--- config.mk ---
export PLATFORM = sky130hd
export DESIGN_NAME = receptor_serial
export DESIGN_NICKNAME = d
export VERILOG_FILES = /design/src/rtl/receptor_serial_pkg.sv /design/src/rtl/registru_deplasare_rx.sv /design/src/rtl/receptor_serial.sv
export SDC_FILE = /design/constraint.sdc
export NUM_CORES = 1
export LEC_CHECK = 0
export BUFFER_PORTS_ARGS = -buffer_cell sky130_fd_sc_hd__buf_2
export CAP_MARGIN = 15
export CORE_ASPECT_RATIO = 2
export CORE_UTILIZATION = 23
export DETAILED_ROUTE_END_ITERATION = 6
export SLEW_MARGIN = 15
export SYNTH_ARGS = -nofsm -noshare
export SYNTH_HDL_FRONTEND = slang
export SYNTH_SLANG_ARGS = --single-unit
--- constraint.sdc ---
create_clock -name Ceas -period 4.75 [get_ports Ceas]
set_clock_uncertainty 0.05 [all_clocks]
set_input_delay 0.7125 -clock Ceas [delete_from_list [all_inputs] [get_ports Ceas]]
set_output_delay 0.7125 -clock Ceas [all_outputs]
set_load 0.01 [all_outputs]
--- src/rtl/receptor_serial_pkg.sv ---
// Shared constants for the serial receiver: FSM state encoding, frame length
// and the default parity sense.
package receptor_serial_pkg;

    typedef enum logic [1:0] {
        INACTIV  = 2'd0,
        DATE     = 2'd1,
        PARITATE = 2'd2,
        STOP     = 2'd3
    } stare_t;

    // start + 8 data + parity + stop
    localparam int LUNGIME_CADRU = 11;

    // 1 = even parity, 0 = odd parity
    localparam int PARITATE_IMPLICITA = 1;

endpackage

--- src/rtl/registru_deplasare_rx.sv ---
// MSB-first receive shift register with a running XOR of the shifted-in bits.
// Cleared on the start bit; holds its value outside of shifting.
module registru_deplasare_rx #(
    parameter int LATIME_DATE = 8
) (
    input  logic                   clk,
    input  logic                   sterge,
    input  logic                   deplaseaza,
    input  logic                   bit_in,
    output logic [LATIME_DATE-1:0] date,
    output logic                   paritate
);

    always_ff @(posedge clk) begin
        if (sterge) begin
            date     <= '0;
            paritate <= 1'b0;
        end else if (deplaseaza) begin
            date     <= {date[LATIME_DATE-2:0], bit_in};
            paritate <= paritate ^ bit_in;
        end
    end

endmodule

--- src/rtl/receptor_serial.sv ---
// Serial frame receiver: start, 8 data bits MSB first, parity, stop.
// Delivers each byte into a hold register with a read handshake and error flags.
module receptor_serial
    import receptor_serial_pkg::*;
#(
    parameter int PARITATE_PARA = PARITATE_IMPLICITA,
    parameter int LATIME_DATE   = 8
) (
    input  logic                   Ceas,
    input  logic                   Reset,
    input  logic                   Date_seriale,
    input  logic                   Citit,
    output logic [LATIME_DATE-1:0] Date,
    output logic                   Date_valide,
    output logic                   Eroare_paritate,
    output logic                   Eroare_cadru,
    output logic                   Depasire,
    output logic                   Ocupat
);

    localparam int               CNT_W = $clog2(LATIME_DATE);
    localparam logic [CNT_W-1:0] ULTIM = CNT_W'(LATIME_DATE - 1);

    stare_t                 stare, stare_urm;
    logic [CNT_W-1:0]       cnt, cnt_urm;
    logic                   sterge, deplaseaza, esantion_par, incarca;
    logic [LATIME_DATE-1:0] sr_date;
    logic                   sr_par;
    logic                   eroare_par_pend;

    function automatic logic paritate_asteptata(input logic acc);
        return (PARITATE_PARA != 0) ? acc : ~acc;
    endfunction

    registru_deplasare_rx #(.LATIME_DATE(LATIME_DATE)) u_sr (
        .clk        (Ceas),
        .sterge     (sterge),
        .deplaseaza (deplaseaza),
        .bit_in     (Date_seriale),
        .date       (sr_date),
        .paritate   (sr_par)
    );

    always_ff @(posedge Ceas or posedge Reset) begin
        if (Reset) begin
            stare <= INACTIV;
            cnt   <= '0;
        end else begin
            stare <= stare_urm;
            cnt   <= cnt_urm;
        end
    end

    always_comb begin
        stare_urm    = stare;
        cnt_urm      = cnt;
        sterge       = 1'b0;
        deplaseaza   = 1'b0;
        esantion_par = 1'b0;
        incarca      = 1'b0;
        case (stare)
            INACTIV: begin
                if (!Date_seriale) begin
                    stare_urm = DATE;
                    cnt_urm   = '0;
                    sterge    = 1'b1;
                end
            end
            DATE: begin
                deplaseaza = 1'b1;
                cnt_urm    = cnt + 1'b1;
                if (cnt == ULTIM) stare_urm = PARITATE;
            end
            PARITATE: begin
                esantion_par = 1'b1;
                stare_urm    = STOP;
            end
            STOP: begin
                incarca   = 1'b1;
                stare_urm = INACTIV;
            end
            default: stare_urm = INACTIV;
        endcase
    end

    // Parity verdict is taken in PARITATE and published together with the byte.
    always_ff @(posedge Ceas) begin
        if (esantion_par) eroare_par_pend <= (Date_seriale != paritate_asteptata(sr_par));
    end

    // Hold register: a completing frame wins over a coincident read.
    always_ff @(posedge Ceas or posedge Reset) begin
        if (Reset) begin
            Date            <= '0;
            Date_valide     <= 1'b0;
            Eroare_paritate <= 1'b0;
            Eroare_cadru    <= 1'b0;
            Depasire        <= 1'b0;
        end else if (incarca) begin
            Date            <= sr_date;
            Date_valide     <= 1'b1;
            Eroare_paritate <= eroare_par_pend;
            Eroare_cadru    <= ~Date_seriale;
            if (Date_valide && !Citit) Depasire <= 1'b1;
        end else if (Date_valide && Citit) begin
            Date_valide <= 1'b0;
        end
    end

    assign Ocupat = (stare != INACTIV);

endmodule

==> results.md, run 1 <==
* Worst path arrival time at 1330 ps
* Slew @ Worst Pin at 678.1 ps
* CP Capture Type: output port
* Vias in the first global route at 668
* Setup repair bufs after CTS at 0
* Die H at 101.0 um
* Pins Over Slew Limit at 0
* Setup TNS at 0 ps
* # rows at 35
* H-tree levels at 1
* Mean Syn Cell Area at 12.96 um2
* Pwr dens at 668.4 nW/um2
* Wirelength per Cell at 11.13 um
* Crit-path most repeated cell: inv_1
* Fmax at 478.9 MHz
* TritonCTS clock tree: built
* #FFs+latches synth at 27
* Final nets at 114
* Final Setup Violations at 0
* Non-Filler Instances at 158
* Delay of the slowest cell on the worst path at 420 ps
* DP HPWL at 1369 um
* CP top delay family: flip-flops
* DRC at 0
* Status: finished, final reports clean
* First-pass GRT wire length at 2918 um
* CP Launch Type: flip-flop
* Initial antenna violation count at 0
* Distinct cells, synth at 25
* Post-CTS Resized at 0
* Clock transition at the registers of the reported paths at 80 ps
* Ys async rst share at 0.6296
* CTS sink cnt at 27
* Remaining antenna violation count after routing at 0
* Core region area at 4642 um2
* Die W at 51.51 um
* 1st-iter DRT viols at 18
* Hold_buf cts at 0
* Final period util at 0.4396
* CTS Buffer Depth at 2
* CP Cell Sequence: inv_1 > ha_1 > inv_1 > buf_2
* CTS root buf: clkbuf_8
* Synth area leaders: dfrtp_1 38%, dfxtp_1 16%, mux2_2 10%
* Initial Utilization at 0.2429
* Syn_nets at 97
* Buffers & Inverters on Critical Path at 3
* Total number of vias at 669
* Max-cap viol count at 0
* Final wirelength at 1759 um
* Grt ovf at 0
* Cell taking the most area after synthesis: dfrtp_1
* Post-route setup slack at 2662 ps
* Cells after Synth at 87
* Total GRT Usage at 0.07569
* Post-synth top area share at 0.3774
* Die area at 5203 um2
* Crit-path max FO at 7
* YS warnings at 0
* Pre-Repair DR Iteration Count at 4
* Maximum VDD drop at 0.0002400 V
* Sequential fraction of the synthesis area at 0.5638
* Largest net degree at the start of global routing at 18
* Final hold vios at 0
* Synth-to-layout area growth at 14.43%
* Worst Path Required at 3990 ps
* CTS Buf Count at 3
* RSZ-0062 raised after global routing: false
* Share of cells above drive strength 1 at 0.3107
* Leakage power at 0.6255 nW
* PortBufs at 16
* WHS at 429.5 ps
* Headroom to the max-slew limit at 0.5474
* Pre-CTS WS at 2849 ps
* Via density at 4.234
* Antenna diode count at 0
* Ys flop type: dfrtp_1
* Worst skew pair latency at 270 ps
* Tmin final at 2088 ps
* Post-synth EDFFs at 1
* Slowest cell on the critical path: dfrtp_1
* Num ports at 17
* Cell Area, Synth at 1127 um2
* Placed cells at 154
* Critical path type: reg -> out
* Routability cong. at 0.6597
* Hold Path Class: reg -> reg
worst register-to-register path: stages (launching register included):
cell     delay [ps]
dfrtp_1         400
inv_1            80
ha_1            410
and2b_1         300
a21oi_1         210
mux2_2          360
flip-flops by register name, indices dropped and copies added (netlist names), 2 cells and up:
register and count:
cnt 3, Date 8, u_sr.date 8, stare 2
metrics by stage:
step	total power [mW]	utilization	area, um2
CTS	0.8735	0.2779	1290
global route	0.9310	0.2779	1290
global placement	0.7224	0.2682	1245
detailed placement	0.7481	0.2682	1245
floorplan	0.6568	-	1127
finish	0.8622	0.2779	1290
synthesized netlist by cell type, drive strengths merged (2+ instances only):
cell type,number
inv,6
mux2i,8
dfxtp,9
xor2,2
ha,6
a32o,2
mux2,10
buf,4
nand2,2
dfrtp,17
a21oi,2
nor2,8
cell usage in the layout, fill, tap and decap left out, drive strengths merged, types with 2 or more instances in the layout:
master	n
dfrtp	17
buf	16
mux2	10
dfxtp	9
mux2i	8
nor2	8
inv	6
ha	6
clkbuf	4
a21oi	2
nand2	2
a32o	2
xor2	2
where the power goes:
part | total (mW) | switching, mW | internal, mW
sequential | 0.388 | 0.0586 | 0.329
clock | 0.126 | 0.0658 | 0.0600
combinational | 0.349 | 0.169 | 0.180
total | 0.862 | 0.293 | 0.569
path summary, 6_finish.rpt:
check                                startpoint              endpoint  slack [ps]  depth (start not counted)
setup / recovery           stare[0]$_DFFE_PP0P_                Ocupat        2660                          4
hold / removal             Depasire$_DFFE_PP0P_  Depasire$_DFFE_PP0P_         430                          1
setup reg to reg           stare[1]$_DFFE_PP0P_  stare[1]$_DFFE_PP0P_        2840                          5
hold reg to reg            Depasire$_DFFE_PP0P_  Depasire$_DFFE_PP0P_         430                          1
max in group asynchronous                 Reset   Date[5]$_DFFE_PP0P_        3740                          2
min in group asynchronous                 Reset  stare[1]$_DFFE_PP0P_         480                          2
metal layers:
layer	share of wire	global-route usage	wire length (um)
met5	0	0	0
met4	0.016	0.03742	29
met3	0.043	0.01810	75
met2	0.53	0.1399	941
met1	0.41	0.07491	713
final cells by class:
type / count / area (um2)
fill: 503 / 3352
sequential: 27 / 635.6
multi-input combinational: 50 / 437.9
timing repair buffer: 16 / 80.08
tap: 55 / 68.82
clock buffer: 4 / 45.04
inverter: 6 / 22.52
kinds of logic (layout without fill, tap and decap cells):
| logic type | after synthesis | in the layout | share of synthesized area |
|---|---|---|---|
| flops | 27 | 27 | 0.5638 |
| mux | 18 | 18 | 0.1709 |
| simple gates | 14 | 14 | 0.06438 |
| compound gates | 10 | 10 | 0.07104 |
| buf+inv | 10 | 26 | 0.04771 |
| fa+ha+maj | 6 | 6 | 0.06659 |
| xor+xnor | 2 | 2 | 0.01554 |
Note: power is estimated with default switching activity, not from simulation.
==> run 2: changes to the inputs <==
==> constraint.sdc (replaced) <==
create_clock -name Ceas -period 2 [get_ports Ceas]
set_clock_uncertainty 0.05 [all_clocks]
set_input_delay 0.3 -clock Ceas [delete_from_list [all_inputs] [get_ports Ceas]]
set_output_delay 0.3 -clock Ceas [all_outputs]
set_load 0.01 [all_outputs]
==> results.md, run 2 (synthesized netlist as in run 1, its figures left out) <==
* CTS Buf Count at 3
* Setup repair bufs after CTS at 0
* Reg2reg start: cnt[0]$_DFFE_PP0P_
* Clock power frac at 0.144
* CTS sink cnt at 27
* H-tree levels at 1
* Sequential share of power at 0.445
* Remaining antenna violation count after routing at 0
* Share of cells above drive strength 1 at 0.3173
* CTS root buf: clkbuf_8
* P_int at 1.360 mW
* RSZ-0062 raised after global routing: false
* CP Depth at 4
* Pre-Repair DR Iteration Count at 5
* CP top delay family: flip-flops
* CP Capture Type: output port
* Maximum VDD drop at 0.0005282 V
* Die W at 51.51 um
* Final nets at 115
* CP Launch Type: flip-flop
* Hold Path Class: in -> async
* Switching pwr at 0.7132 mW
* # rows at 35
* Post-CTS Resized at 0
* Fmax at 607.4 MHz
* PortBufs at 16
* Tmin final at 1646 ps
* Total GRT Usage at 0.08247
* DP Area at 1252 um2
* Final hold vios at 0
* Flop-to-flop setup slack at 410 ps
* Combinational power share at 0.411
* Reg2reg path depth at 5
* Largest net degree at the start of global routing at 18
* Wirelength per Cell at 11.94 um
* Pwr dens at 1598 nW/um2
* Worst skew pair latency at 260 ps
* Num ports at 17
* Clock transition at the registers of the reported paths at 90 ps
* Switching share of power at 0.3440
* Antenna diode count at 0
* Fillers at 517
* Buffers & Inverters on Critical Path at 3
* Final period util at 0.8232
* Headroom to the max-slew limit at 0.5515
* Hold_buf cts at 0
* Initial antenna violation count at 0
* Setup TNS at 0 ps
* Worst path arrival time at 1300 ps
* Slew @ Worst Pin at 672.1 ps
* Most common cell after layout, fill and taps aside: dfrtp_1
* Delay of the slowest cell on the worst path at 420 ps
* First-pass GRT wire length at 3187 um
* Grt ovf at 0
* Worst Path Required at 1650 ps
* Routability cong. at 0.6801
* Slowest cell on the critical path: dfrtp_1
* CP Cell Sequence: inv_1 > ha_1 > inv_1 > buf_2
* 1st-iter DRT viols at 14
* Via density at 4.233
* Crit-path max FO at 7
* Status: finished, final reports clean
* CTS Buffer Depth at 2
* Crit-path most repeated cell: inv_1
* Max-cap viol count at 0
* RR Endpoint: stare[1]$_DFFE_PP0P_
* CP startpoint: stare[0]$_DFFE_PP0P_
* Core region area at 4642 um2
* Most frequent cells in the layout: 17 x dfrtp_1, 16 x buf_2, 10 x mux2_2, 9 x dfxtp_1
* Final Setup Violations at 0
* Biggest registers after layout: Date: 8 flops, u_sr.date: 8 flops, cnt: 3 flops
* Initial Utilization at 0.2429
* DP HPWL at 1443 um
* DRC at 0
* Synth-to-layout area growth at 15.09%
* Die area at 5203 um2
* Critical path type: reg -> out
* Total number of vias at 673
* Die H at 101.0 um
* Final wirelength at 1899 um
* Pins Over Slew Limit at 0
* Vias in the first global route at 736
* Leakage power at 0.6306 nW
* Worst setup path end: Ocupat
* Final instance area at 1297 um2
* Power Total at 2.073 mW
* TritonCTS clock tree: built
[run 2: cell types whose count changed in the layout (fill, tap and decap cells not counted), sizes merged]
cell  before  now
buf       16   17
[run 2: layer usage]
| layer | track usage | vias to the layer above | wire length, um |
|---|---|---|---|
| met5 | 0 | - | 0 |
| met4 | 0.04158 | 0 | 17 |
| met3 | 0.01659 | 2 | 97 |
| met2 | 0.1568 | 17 | 1092 |
| met1 | 0.07902 | 324 | 691 |
| li1 | - | 330 | - |
[run 2: area by class of cell]
cell class | count | area (um2) | area share
sequential | 27 | 635.6 | 0.4899
multi-input combinational | 50 | 437.9 | 0.3375
timing repair buffer | 17 | 87.58 | 0.06750
tap | 55 | 68.82 | 0.05304
clock buffer | 4 | 45.04 | 0.03472
inverter | 6 | 22.52 | 0.01736
[run 2: worst min-delay path by stage]
stage / end / slack (ps) / cells past startpoint / start
2_1_floorplan: Date[0]$_DFFE_PP0P_ / 180 / 1 / Reset
3_3_place_gp: Depasire$_DFFE_PP0P_ / 360 / 2 / Reset
3_5_place_dp: Depasire$_DFFE_PP0P_ / 390 / 2 / Reset
4_1_cts: Depasire$_DFFE_PP0P_ / 100 / 2 / Reset
5_1_grt: Eroare_paritate$_DFFE_PP0P_ / 130 / 2 / Reset
6_report: Eroare_paritate$_DFFE_PP0P_ / 70 / 2 / Reset
[run 2: metrics by stage]
step             util  std cells  hold slack (ps)  worst slack (ps)
4_1_cts        0.2795        159            101.0             346.0
5_1_grt        0.2795        159            128.1             262.6
3_5_place_dp   0.2698        155            394.4             428.0
6_report       0.2795        159            68.53             353.6
3_3_place_gp   0.2698        155            358.8             493.5
2_1_floorplan       -         87            176.1             508.0
[run 2: power groups by stage]
stage                     registers [mW]  logic, mW  clock network, mW
after global routing               0.955      0.947              0.339
final                              0.923      0.851              0.299
after floorplan                    0.953      0.607                  0
after CTS                          0.925      0.866              0.308
after global placement             0.916      0.810                  0
after detailed placement           0.936      0.864                  0
==> run 3: changes to the inputs <==
==> constraint.sdc (replaced) <==
create_clock -name Ceas -period 1.7 [get_ports Ceas]
set_clock_uncertainty 0.05 [all_clocks]
set_input_delay 0.255 -clock Ceas [delete_from_list [all_inputs] [get_ports Ceas]]
set_output_delay 0.255 -clock Ceas [all_outputs]
set_load 0.01 [all_outputs]
==> results.md, run 3 (synthesized netlist as in run 1, its figures left out) <==
* Max-cap viol count at 0
* RR Endpoint: stare[1]$_DFFE_PP0P_
* Pwr dens at 1849 nW/um2
* Pins Over Slew Limit at 0
* Via density at 4.250
* Flop-to-flop setup slack at 160 ps
* CTS root buf: clkbuf_8
* Tmin final at 1544 ps
* Final wirelength at 1755 um
* Hold_buf cts at 0
* Biggest registers after layout: Date: 8 flops, u_sr.date: 8 flops, cnt: 3 flops
* Maximum VDD drop at 0.0006648 V
* PortBufs at 16
* Reg2reg start: cnt[0]$_DFFE_PP0P_
* Top routing layer in use: met4
* Fillers at 508
* Pre-Repair DR Iteration Count at 3
* DRC at 0
* CP Launch Type: flip-flop
* 1st-iter DRT viols at 5
* Critical path type: reg -> reg
* Num ports at 17
* Worst path arrival time at 1640 ps
* Most common cell after layout, fill and taps aside: dfrtp_1
* CP Capture Type: flip-flop
* WL met1 at 689 um
* Power Total at 2.418 mW
* Final Setup Violations at 0
* Clock transition at the registers of the reported paths at 80 ps
* Most frequent cells in the layout: 17 x dfrtp_1, 16 x buf_2, 10 x mux2_2, 9 x dfxtp_1
* Worst Path Required at 1800 ps
* Status: finished, final reports clean
* Slew @ Worst Pin at 654.2 ps
* Largest net degree at the start of global routing at 18
* Die W at 51.51 um
* Initial antenna violation count at 0
* CTS sink cnt at 27
* Leakage power at 0.6343 nW
* Remaining antenna violation count after routing at 0
* Fmax at 647.6 MHz
* Setup TNS at 0 ps
* Reg2reg path depth at 5
* Grt ovf at 0
* Antenna diode count at 0
* H-tree levels at 1
* Final instance area at 1308 um2
* Synth-to-layout area growth at 15.98%
* Die H at 101.0 um
* # rows at 35
* Initial Utilization at 0.2429
* CTS Buf Count at 3
* Final hold vios at 0
* Total GRT Usage at 0.07608
* First-pass GRT wire length at 2987 um
* Final nets at 116
* Met3 routed WL at 64 um
* Wirelength per Cell at 10.97 um
* WL met2 at 984 um
* Vias in the first global route at 702
* Total number of vias at 680
* CTS Buffer Depth at 2
* DP Area at 1260 um2
* DP HPWL at 1411 um
* Routability cong. at 0.7606
* TritonCTS clock tree: built
* Worst skew pair latency at 260 ps
* Hold Path Class: in -> async
* CP startpoint: cnt[0]$_DFFE_PP0P_
* Final period util at 0.9084
* Share of cells above drive strength 1 at 0.3333
* Die area at 5203 um2
* Worst setup path end: stare[1]$_DFFE_PP0P_
* Headroom to the max-slew limit at 0.5634
* RSZ-0062 raised after global routing: false
* Crit-path max FO at 3
* Core region area at 4642 um2
run 3: cell count changes in the layout (fill, tap and decap cells not counted):
cell	before	now
ha_1	6	5
buf_4	1	2
ha_2	0	1
run 3: area by class of cell:
type	count	area (um2)	area share
clock buffer	4	45.04	0.03445
inverter	6	22.52	0.01722
multi-input combinational	50	440.4	0.3368
sequential	27	635.6	0.4861
tap	55	68.82	0.05263
timing repair buffer	18	95.09	0.07273
run 3: worst min path at each step:
stage / cells after the start / slack [ps] / end
after floorplan: 1 / 130 / Date[0]$_DFFE_PP0P_
after detailed placement: 2 / 330 / Eroare_paritate$_DFFE_PP0P_
final: 2 / 20 / Depasire$_DFFE_PP0P_
after global placement: 2 / 310 / Depasire$_DFFE_PP0P_
after global routing: 2 / 70 / Date[2]$_DFFE_PP0P_
after CTS: 2 / 50 / Eroare_paritate$_DFFE_PP0P_
run 3: stage by stage:
stage	cells	util	setup WS (ps)	hold WS, ps
finish	160	0.2817	155.7	23.02
global route	160	0.2817	52.94	67.43
CTS	160	0.2811	71.40	45.72
detailed placement	156	0.2714	159.6	334.7
global placement	156	0.2714	239.9	307.9
floorplan	87	-	208.0	131.1
run 3: worst max-delay path: stages (launching register included):
cell     delay [ps]
dfrtp_1         370
ha_1            160
ha_1            130
and2b_1         180
a21oi_1         190
mux2_2          350
run 3: what timing repair did:
| action | 4_1_cts | 5_1_grt |
|---|---|---|
| resized for setup | 0 | 1 |
| endpoints found under the setup margin | 0 | 1 |
| setup buffers | 0 | 0 |
| endpoints found under the hold margin | 0 | 0 |
run 3: power breakdown:
group / total, mW / leakage (nW) / switching, mW / internal (mW)
Combinational: 0.999 / 0.314 / 0.476 / 0.522
Sequential: 1.08 / 0.298 / 0.161 / 0.920
Clock: 0.338 / 0.0228 / 0.171 / 0.167
Total: 2.42 / 0.634 / 0.808 / 1.61
run 3: layer usage:
layer	global-route usage	up-vias
met1	0.07613	336
met4	0.03119	0
li1	-	330
met2	0.1459	12
met5	0	-
met3	0.01357	2
